$ cat config.mk
export PLATFORM = sky130hd
export DESIGN_NAME = regional_bus_master_flat
export DESIGN_NICKNAME = d
export VERILOG_FILES = /design/src/rtl/regional_bus_master_pkg.sv /design/src/rtl/regional_bus_master_if.sv /design/src/rtl/regional_bus_master_timeout_cnt.sv /design/src/rtl/regional_bus_master.sv /design/src/flat_wrapper.sv
export SDC_FILE = /design/constraint.sdc
export NUM_CORES = 1
export LEC_CHECK = 0
export ABC_AREA = 1
export CORE_ASPECT_RATIO = 0.6
export CORE_MARGIN = 8
export CORE_UTILIZATION = 35
export DETAILED_ROUTE_END_ITERATION = 6
export DONT_BUFFER_PORTS = 1
export GPL_TIMING_DRIVEN = 0
export PLACE_DENSITY_LB_ADDON = 0.3
export SLEW_MARGIN = 40
export SYNTH_ARGS = -nofsm -noshare
export SYNTH_HDL_FRONTEND = slang
export SYNTH_HIERARCHICAL = 1
export SYNTH_SLANG_ARGS = --single-unit
$ cat constraint.sdc
create_clock -name clk -period 5.48 [get_ports clk]
set_input_delay 0.822 -clock clk [delete_from_list [all_inputs] [get_ports clk]]
set_output_delay 0.822 -clock clk [all_outputs]
set_load 0.02 [all_outputs]
$ cat src/rtl/regional_bus_master_pkg.sv
// Shared definitions for the regional bus initiator and its peers.
// Holds the FSM encoding, bus widths, the default region tag, the command and
// response payload structs and the region decode helper.
package regional_bus_master_pkg;

  localparam int unsigned ADDR_W = 32;
  localparam int unsigned DATA_W = 32;
  localparam int unsigned TAG_W  = 4;

  localparam logic [TAG_W-1:0] REGION_TAG_DEFAULT = 4'h1;

  typedef enum logic [1:0] {
    ST_IDLE = 2'd0,
    ST_REQ  = 2'd1,
    ST_RSP  = 2'd2
  } state_e;

  typedef struct packed {
    logic              we;
    logic [ADDR_W-1:0] addr;
    logic [DATA_W-1:0] wdata;
  } cmd_t;

  typedef struct packed {
    logic              err;
    logic [DATA_W-1:0] rdata;
  } rsp_t;

  // Region is selected by the top nibble of the byte address.
  function automatic logic in_region(input logic [ADDR_W-1:0] addr,
                                     input logic [TAG_W-1:0]  tag);
    return addr[ADDR_W-1 -: TAG_W] == tag;
  endfunction

endpackage

$ cat src/rtl/regional_bus_master_if.sv
// Regional peripheral bus (req/we/addr/data/ack).
// master: drives req_o, we_o, addr_o, data_o; samples data_i, ack_i.
// slave : the regional decoder side, opposite directions.
interface regional_bus_master_if;
  import regional_bus_master_pkg::*;

  logic              req_o;
  logic              we_o;
  logic [ADDR_W-1:0] addr_o;
  logic [DATA_W-1:0] data_o;
  logic [DATA_W-1:0] data_i;
  logic              ack_i;

  modport master (
    output req_o, we_o, addr_o, data_o,
    input  data_i, ack_i
  );

  modport slave (
    input  req_o, we_o, addr_o, data_o,
    output data_i, ack_i
  );

endinterface

$ cat src/rtl/regional_bus_master_timeout_cnt.sv
// bus_timeout_cnt: clear/enable/expire counter for bus access timeouts.
// Ports: clk, rst (async, active high), clr_i (sync clear), en_i (count one
// waiting cycle), expire_c (combinational: enabled cycle TIMEOUT-1 reached).
module bus_timeout_cnt #(
  parameter int unsigned TIMEOUT = 255,
  parameter int unsigned CNT_W   = 8
) (
  input  logic clk,
  input  logic rst,
  input  logic clr_i,
  input  logic en_i,
  output logic expire_c
);

  logic [CNT_W-1:0] cnt_q;

  // Counts waiting cycles; value k means k cycles have already gone unanswered.
  always_ff @(posedge clk or posedge rst) begin
    if (rst) begin
      cnt_q <= '0;
    end else if (clr_i) begin
      cnt_q <= '0;
    end else if (en_i) begin
      cnt_q <= cnt_q + CNT_W'(1);
    end
  end

  // Expires on the TIMEOUT-th unanswered cycle, so the requester waits exactly TIMEOUT cycles.
  assign expire_c = en_i && (cnt_q == CNT_W'(TIMEOUT - 1));

endmodule

$ cat src/rtl/regional_bus_master.sv
// regional_bus_master: initiator end of the regional peripheral bus.
// Accepts one core command at a time (cmd_valid_i/cmd_ready_o), issues it on the
// bus (req held until ack), and returns read data or an error response
// (rsp_valid_o/rsp_ready_i). Errors: access timeout, or address outside the region.
// Ports: clk, rst (async active high); cmd_*; rsp_*; bus (master modport);
// err_cnt_o saturating count of error responses.
module regional_bus_master
  import regional_bus_master_pkg::*;
#(
  parameter int unsigned      TIMEOUT    = 255,
  parameter logic [TAG_W-1:0] REGION_TAG = REGION_TAG_DEFAULT,
  parameter int unsigned      CNT_W      = 8
) (
  input  logic                       clk,
  input  logic                       rst,
  input  logic                       cmd_valid_i,
  output logic                       cmd_ready_o,
  input  logic                       cmd_we_i,
  input  logic [ADDR_W-1:0]          cmd_addr_i,
  input  logic [DATA_W-1:0]          cmd_wdata_i,
  output logic                       rsp_valid_o,
  input  logic                       rsp_ready_i,
  output logic [DATA_W-1:0]          rsp_rdata_o,
  output logic                       rsp_err_o,
  regional_bus_master_if.master      bus,
  output logic [CNT_W-1:0]           err_cnt_o
);

  // Reject parameter sets the timeout counter cannot represent.
  if (TIMEOUT < 2 || TIMEOUT > 65535 || TIMEOUT > (2 ** CNT_W)) begin : g_bad_timeout
    $error("regional_bus_master: TIMEOUT out of range for CNT_W");
  end

  state_e           state_q, state_d;
  cmd_t             cmd_q, cmd_d;
  rsp_t             rsp_q, rsp_d;
  logic             req_q, req_d;
  logic             rsp_valid_q, rsp_valid_d;
  logic             cmd_ready_q, cmd_ready_d;
  logic [CNT_W-1:0] err_cnt_q, err_cnt_d;
  logic             expire_c;
  logic             to_en_c;
  logic             to_clr_c;

  // Only unanswered request cycles advance the timeout.
  assign to_en_c  = (state_q == ST_REQ) && !bus.ack_i;
  assign to_clr_c = (state_q != ST_REQ);

  bus_timeout_cnt #(
    .TIMEOUT (TIMEOUT),
    .CNT_W   (CNT_W)
  ) u_timeout (
    .clk      (clk),
    .rst      (rst),
    .clr_i    (to_clr_c),
    .en_i     (to_en_c),
    .expire_c (expire_c)
  );

  // State register.
  always_ff @(posedge clk or posedge rst) begin
    if (rst) begin
      state_q <= ST_IDLE;
    end else begin
      state_q <= state_d;
    end
  end

  // Next-state logic; ack takes priority over an expiring timeout.
  always_comb begin
    state_d = state_q;
    unique case (state_q)
      ST_IDLE: begin
        if (cmd_valid_i) begin
          state_d = in_region(cmd_addr_i, REGION_TAG) ? ST_REQ : ST_RSP;
        end
      end
      ST_REQ: begin
        if (bus.ack_i || expire_c) begin
          state_d = ST_RSP;
        end
      end
      ST_RSP: begin
        if (rsp_ready_i) begin
          state_d = ST_IDLE;
        end
      end
      default: state_d = ST_IDLE;
    endcase
  end

  // Output / datapath next values, registered below.
  always_comb begin
    cmd_d       = cmd_q;
    rsp_d       = rsp_q;
    err_cnt_d   = err_cnt_q;
    req_d       = (state_d == ST_REQ);
    rsp_valid_d = (state_d == ST_RSP);
    cmd_ready_d = (state_d == ST_IDLE);
    unique case (state_q)
      ST_IDLE: begin
        if (cmd_valid_i) begin
          cmd_d = '{we: cmd_we_i, addr: cmd_addr_i, wdata: cmd_wdata_i};
          if (!in_region(cmd_addr_i, REGION_TAG)) begin
            rsp_d = '{err: 1'b1, rdata: '0};
            if (err_cnt_q != '1) err_cnt_d = err_cnt_q + CNT_W'(1);
          end
        end
      end
      ST_REQ: begin
        if (bus.ack_i) begin
          rsp_d = '{err: 1'b0, rdata: (cmd_q.we ? '0 : bus.data_i)};
        end else if (expire_c) begin
          rsp_d = '{err: 1'b1, rdata: '0};
          if (err_cnt_q != '1) err_cnt_d = err_cnt_q + CNT_W'(1);
        end
      end
      ST_RSP: begin
        if (rsp_ready_i) begin
          rsp_d = '0;
        end
      end
      default: ;
    endcase
  end

  // Output and datapath registers; reset drops req/rsp_valid immediately.
  always_ff @(posedge clk or posedge rst) begin
    if (rst) begin
      cmd_q       <= '0;
      rsp_q       <= '0;
      req_q       <= 1'b0;
      rsp_valid_q <= 1'b0;
      cmd_ready_q <= 1'b1;
      err_cnt_q   <= '0;
    end else begin
      cmd_q       <= cmd_d;
      rsp_q       <= rsp_d;
      req_q       <= req_d;
      rsp_valid_q <= rsp_valid_d;
      cmd_ready_q <= cmd_ready_d;
      err_cnt_q   <= err_cnt_d;
    end
  end

  assign cmd_ready_o = cmd_ready_q;
  assign rsp_valid_o = rsp_valid_q;
  assign rsp_rdata_o = rsp_q.rdata;
  assign rsp_err_o   = rsp_q.err;
  assign err_cnt_o   = err_cnt_q;
  assign bus.req_o   = req_q;
  assign bus.we_o    = cmd_q.we;
  assign bus.addr_o  = cmd_q.addr;
  assign bus.data_o  = cmd_q.wdata;

endmodule

$ cat src/flat_wrapper.sv
// flat-port wrapper written by rule: the top's interface ports become plain ports
module regional_bus_master_flat import regional_bus_master_pkg::*;
#(
  parameter int unsigned      TIMEOUT    = 255,
  parameter logic [TAG_W-1:0] REGION_TAG = REGION_TAG_DEFAULT,
  parameter int unsigned      CNT_W      = 8
)
  (clk, rst, cmd_valid_i, cmd_ready_o, cmd_we_i, cmd_addr_i, cmd_wdata_i, rsp_valid_o, rsp_ready_i, rsp_rdata_o, rsp_err_o, err_cnt_o, bus_req_o, bus_we_o, bus_addr_o, bus_data_o, bus_data_i, bus_ack_i);
  regional_bus_master_if bus_i ();
  input  logic clk;
  input  logic rst;
  input  logic cmd_valid_i;
  output logic cmd_ready_o;
  input  logic cmd_we_i;
  input  logic [ADDR_W-1:0] cmd_addr_i;
  input  logic [DATA_W-1:0] cmd_wdata_i;
  output logic rsp_valid_o;
  input  logic rsp_ready_i;
  output logic [DATA_W-1:0] rsp_rdata_o;
  output logic rsp_err_o;
  output logic [CNT_W-1:0] err_cnt_o;
  output wire logic [$bits(bus_i.req_o)-1:0] bus_req_o;
  output wire logic [$bits(bus_i.we_o)-1:0] bus_we_o;
  output wire logic [$bits(bus_i.addr_o)-1:0] bus_addr_o;
  output wire logic [$bits(bus_i.data_o)-1:0] bus_data_o;
  input wire logic [$bits(bus_i.data_i)-1:0] bus_data_i;
  input wire logic [$bits(bus_i.ack_i)-1:0] bus_ack_i;
  assign bus_req_o = bus_i.req_o;
  assign bus_we_o = bus_i.we_o;
  assign bus_addr_o = bus_i.addr_o;
  assign bus_data_o = bus_i.data_o;
  assign bus_i.data_i = bus_data_i;
  assign bus_i.ack_i = bus_ack_i;
  regional_bus_master #(.TIMEOUT(TIMEOUT), .REGION_TAG(REGION_TAG), .CNT_W(CNT_W)) u_core (.clk(clk), .rst(rst), .cmd_valid_i(cmd_valid_i), .cmd_ready_o(cmd_ready_o), .cmd_we_i(cmd_we_i), .cmd_addr_i(cmd_addr_i), .cmd_wdata_i(cmd_wdata_i), .rsp_valid_o(rsp_valid_o), .rsp_ready_i(rsp_ready_i), .rsp_rdata_o(rsp_rdata_o), .rsp_err_o(rsp_err_o), .bus(bus_i), .err_cnt_o(err_cnt_o));
endmodule
* Yosys cells after proc, flatten, opt, wreduce, memory -nomap -nowiden
Index checks and enable logic that the tools add are counted.
** Storage, ports and cells
- Flip-flop bits (word level) :: 119
- Input port bits :: 102
- Output and inout port bits :: 109
- Word-level logic and storage cells :: 59
** Operators by class
- Add/subtract/negate cells :: 2
- Equality and inequality tests :: 14
- Muxes and demuxes :: 20
- Reduce and logical (&&, ||, !) cells :: 12
** Operators by type and width (number)
- $mux W33 :: 5
- $pmux W33 S3 :: 1
- $mux W8 :: 7
- $mux W32 :: 1
- $add A8 B1 Y8 const B :: 2
- $pmux W8 S2 :: 1
- $reduce_and A5 Y1 :: 2
- $eq A8 B8 Y1 const B :: 1
- $mux W2 :: 4
- $ne A2 B2 Y1 const B :: 4
- $ne A8 B8 Y1 const B :: 1
- $pmux W2 S3 :: 1
- $eq A2 B1 Y1 const B :: 2
- $eq A2 B2 Y1 const B :: 2
- $eq A4 B1 Y1 const B :: 1
- $logic_not A2 Y1 :: 2
- $ne A2 B1 Y1 const B :: 2
- $reduce_bool A2 Y1 :: 2
- $ne A3 B2 Y1 const B :: 1
- $reduce_bool A3 Y1 :: 1
- $logic_and A1 B1 Y1 :: 2
- $reduce_and A2 Y1 :: 1
- $logic_not A1 Y1 :: 1
- $logic_or A1 B1 Y1 :: 1

* Logic depth before layout (Yosys ltp)
- Depth after elaboration :: 7
- Depth in mapped cells :: 14
- Gate-level depth less buffers :: 14

* Modules after synthesis
The synthesis kept the hierarchy.
** By module, submodules not included
- regional_bus_master :: instances 1, cells each 603, area each 4924.7 µm², sequential area each 2778.9 µm²
- bus_timeout_cnt :: instances 1, cells each 60, area each 475.5 µm², sequential area each 200.2 µm²

* Least setup slack after synthesis
OpenSTA, ideal clock, no wires.
- Kind :: register -> register
- From :: register u_core.state_q[1]
- To :: register u_core.rsp_q (netlist bit u_core/rsp_rdata_o[20])
- Setup time :: 123 ps
- Arrival :: 2208 ps
- Required time :: 5357 ps
- Setup slack :: 3149 ps
- Stages on the path, launching flop included :: 14
- Path buffers :: 1
- Period minus slack after synthesis :: 2331 ps
- Path through :: dfrtp_1 inv_1 ha_1 inv_1 or2_2 inv_1 nand2_1 nor4_1 nor2_1 nand2_2 nand3_4 clkbuf_2 o21ai_0 nand2_1
** On the way
- Cells in the longest elaborated chain, start to end :: 5
- Elaborated cells on any way between the ends :: 12
- Classes of those cells :: 6 x eq/ne; 1 x mux; 5 x reduce/logical
** Ends and longest elaborated chain
- from (decl) :: RTL line regional_bus_master.sv:34 : state_e state_q, state_d;
- from (signal assigned) :: RTL line regional_bus_master.sv:65 : state_q <= state_d;
- $eq A2 B1 Y1 :: RTL line regional_bus_master.sv:46 : assign to_en_c = (state_q == ST_REQ) && !bus.ack_i;
- $logic_and A1 B1 Y1 :: RTL line regional_bus_master.sv:46
- named net u_core.to_en_c :: RTL line regional_bus_master.sv:42 : logic to_en_c;
- $logic_and A1 B1 Y1 :: RTL line regional_bus_master_timeout_cnt.sv:29 : assign expire_c = en_i && (cnt_q == CNT_W'(TIMEOUT - 1));
- named net u_core.expire_c :: RTL line regional_bus_master.sv:41 : logic expire_c;
- $ne A3 B2 Y1 (no source line)
- $reduce_and A5 Y1 (no source line)
- to (signal assigned) :: RTL line regional_bus_master.sv:138 : rsp_q <= rsp_d;
- to (decl) :: RTL line regional_bus_master.sv:36 : rsp_t rsp_q, rsp_d;
The timed path passes the listed nets, and every way through them passes these cells.
A chain may end at the register's enable or synchronous reset.

* Worst setup path in the final report
- From :: register u_core.state_q[1]
- To :: register u_core.rsp_q (netlist bit u_core/rsp_rdata_o[27])
Same word-level chain as after synthesis.

==> flow_summary_export.csv <==
group,metric,value,unit
status,run_status,"finished clean",
floorplanning,core.rowCount,35,
cells_and_area,num_antenna_cells,0,
place,placedCellCount,867,
worst_setup_path,end_kind,"flip-flop",
worst_setup_path,crit_arrival,3.17,ns
detailed_routing,drt_iter0_drc,353,
clock_network,clock_latency,0.41,ns
clock_network,postCtsSetupBuffers,0,
worst_setup_path,crit_required,5.82,ns
timing,finalCritPeriodShare,51.6,%
timing,hold_viol,0,
clock_network,cts_tree,"yes",
timing,layout_setup_ws,2.65,ns
cells_and_area,fin_nets,792,
global_routing,grt_usage,15.0,%
synth,ys_ff_latch,119,
detailed_routing,firstDrtPassIters,5,
worst_hold_path,hp-class,"in -> async",
clock_network,ctsResizeCount,0,
detailed_routing,wl_per_cell,16.6,um
synth,syn_area,5400,sq um
global_routing,grt_pass1_vias,4355,
floorplanning,ios,211,
clock_network,cts_sinks,119,
floorplanning,die_w,176,um
clock_network,clk_pin_slew,0.06,ns
worst_setup_path,setup.worst_path.class,"reg -> reg",
detailed_routing,ant_nets,0,
timing,finalMaxSlewViolations,0,
worst_setup_path,crit_fanout,10,
clock_network,cts-htree-levels,4,
worst_setup_path,cp-start-kind,"flip-flop",
place,pre_cts_slack,2.63,ns
timing,tns,0,ns
synth,synth_cell_types,29,
power_and_ir_drop,power.leakage,3.46,nW
timing,fmax,354,MHz
cells_and_area,drive_gt1_share,12.2,%
detailed_routing,viasPerCell,4.71,
floorplanning,core-area,15200,sq um
global_routing,antenna_found_initial,0,
synth,seq_area_frac_synth,55.2,%
floorplanning,start_util,35.4,%
timing,worstMarginPinSlew,0.409,ns
timing,setup_viol,0,
clock_network,cts_root_buf,"clkbuf_16",
run,drv_cap,0,
clock_network,clockBufferDepth,2,
power_and_ir_drop,power.total,0.00351,W
synth,synth_cells,663,
global_routing,grt_start_max_net_pins,66,
detailed_routing,drc,0,
cells_and_area,fill_cells,1523,
clock_network,cts_buffers,17,
synth,synth_fp_nets,772,
timing,worst_slew_margin_rel,72.5,%
timing,rsz0062_at_grt,"false",
detailed_routing,routed_wl,14900,um
place,portBuffers,0,
clock_network,hold_buffers,0,
global_routing,grt_pass1_wl,23500,um
synth,synth.avg_cell_area,8.15,sq um
floorplanning,die_h,112,um
power_and_ir_drop,power_density,561,nW/um^2
cells_and_area,final_cells,899,
timing,finClkSkew,0.0122,ns
place,dpl.hpwl,11200,um
synth,yosys_warnings,6,
cells_and_area,area_growth_syn_to_layout,15.9,%
place,gp_congestion,0.826,
global_routing,gr-total-overflow,0,
power_and_ir_drop,peakVddDrop,0.000285,V
floorplanning,die-area,19800,sq um
timing,layout_min_cycle_time,2.83,ns
detailed_routing,vias,4230,
-- critical path: stages, from the launching register on --
cell     delay, ns
dfrtp_1       0.41
inv_1         0.11
ha_1          0.30
inv_1         0.15
or2_2         0.31
inv_1         0.13
nand2_1       0.07
nor4_1        0.32
nor2_1        0.14
nand2_2       0.11
nand3_4       0.13
nor2_4        0.26
buf_6         0.18
nand2_1       0.07
nand2_1       0.07
-- power by group --
| group | internal, W | switching [W] | leakage, nW |
|---|---|---|---|
| Clock | 0.000634 | 0.000434 | 0.273 |
| Combinational | 0.000240 | 0.000439 | 1.64 |
| Sequential | 0.00116 | 0.000603 | 1.54 |
| Total | 0.00204 | 0.00148 | 3.46 |
-- cell usage after synthesis --
cell      number  area (sq um)
nand2_1      322          1210
dfrtp_1      118          2950
inv_1         57           214
nor2_1        46           173
o21ai_0       35           175
buf_2         10          50.1
nand3_1        9          45.0
ha_1           7          87.6
buf_4          6          45.0
buf_6          6          67.6
nor2_4         6          67.6
nor2_2         5          31.3
o21ai_1        5          25.0
nand2_2        4          25.0
xor2_1         4          35.0
a21oi_1        3          15.0
clkbuf_2       3          15.0
nand3_2        3          30.0
inv_2          2          7.51
nand3_4        2          35.0
nand3b_1       2          15.0
clkbuf_1       1          3.75
dfstp_2        1          26.3
nand2_4        1          11.3
nand4_1        1          6.26
nand4_2        1          12.5
nor3b_1        1          7.51
nor4_1         1          6.26
or2_2          1          6.26
-- flip-flops by register name (all words and copies together) (netlist names), 2 cells and up --
register,count
u_core/bus.addr_o,32
u_core/bus.data_o,32
u_core/err_cnt_o,8
u_core/rsp_rdata_o,32
u_core/state_q,2
u_core/u_timeout/cnt_q,8
-- metrics by stage --
step | util [%] | hold WS (ns) | instance area, sq um
floorplan | - | 0.482 | 5400
global placement | 37.1 | 0.514 | 5650
detailed placement | 37.3 | 0.526 | 5690
CTS | 41.1 | 0.245 | 6260
global route | 41.1 | 0.250 | 6260
finish | 41.1 | 0.263 | 6260
-- worst paths after layout --
check                      slack (ns)                         to  cells past startpoint                 startpoint
max in group asynchronous        4.59     u_core/rsp_rdata_o[31]                      2                        rst
setup reg to reg                 2.65     u_core/rsp_rdata_o[27]                     14          u_core/state_q[1]
setup / recovery                 2.65     u_core/rsp_rdata_o[27]                     14          u_core/state_q[1]
min in group clk                 0.53      u_core/bus.data_o[21]                      2            cmd_wdata_i[21]
hold reg to reg                  0.54  u_core/u_timeout/cnt_q[5]                      2  u_core/u_timeout/cnt_q[5]
hold / removal                   0.26  u_core/u_timeout/cnt_q[3]                      1                        rst
-- cell usage in the layout (no fill, tap or decap), types with 2 or more instances in the layout --
master,Yosys,layout
a21oi_1,3,3
clkbuf_2,3,3
dfrtp_1,118,118
nand3_4,2,2
buf_4,6,6
buf_6,6,6
inv_8,0,2
xor2_1,4,4
clkinv_4,0,3
inv_1,57,56
inv_6,0,5
inv_2,2,2
clkinvlp_4,0,3
buf_2,10,10
o21ai_0,35,35
nor2_1,46,46
nand3b_1,2,2
nor2_2,5,5
nand3_2,3,3
nand3_1,9,9
nand2_2,4,4
nor2_4,6,6
o21ai_1,5,5
nand2_1,322,322
clkbuf_16,0,17
clkinv_2,0,2
ha_1,7,7
-- area by class of cell --
cell class,count,area [sq um],area share (%)
inverter,59,229,3.66
clock buffer,17,425,6.80
clock inverter,15,144,2.30
tap,203,254,4.06
sequential,119,2980,47.6
multi-input combinational,459,2020,32.2
timing repair buffer,1,27.5,0.440
buffer,26,181,2.90
-- per-layer routing --
layer | track usage [%] | wire length [um]
met2 | 22.9 | 6720
met1 | 18.1 | 6120
met5 | 0 | 0
met3 | 7.58 | 1890
met4 | 4.68 | 152
-- kinds of logic (layout without fill, tap and decap cells) --
group                      after synthesis  count (layout)  share of synthesized area, %
and+or+nand+nor                        405             405                          31.1
DFF                                    119             119                          55.2
buffers and inverters                   85             118                          7.46
AOI/OAI and AO/OA                       43              43                          3.99
adders and majority gates                7               7                          1.62
xor gates and xnor gates                 4               4                         0.649
Note: power is estimated with default switching activity, not from simulation.
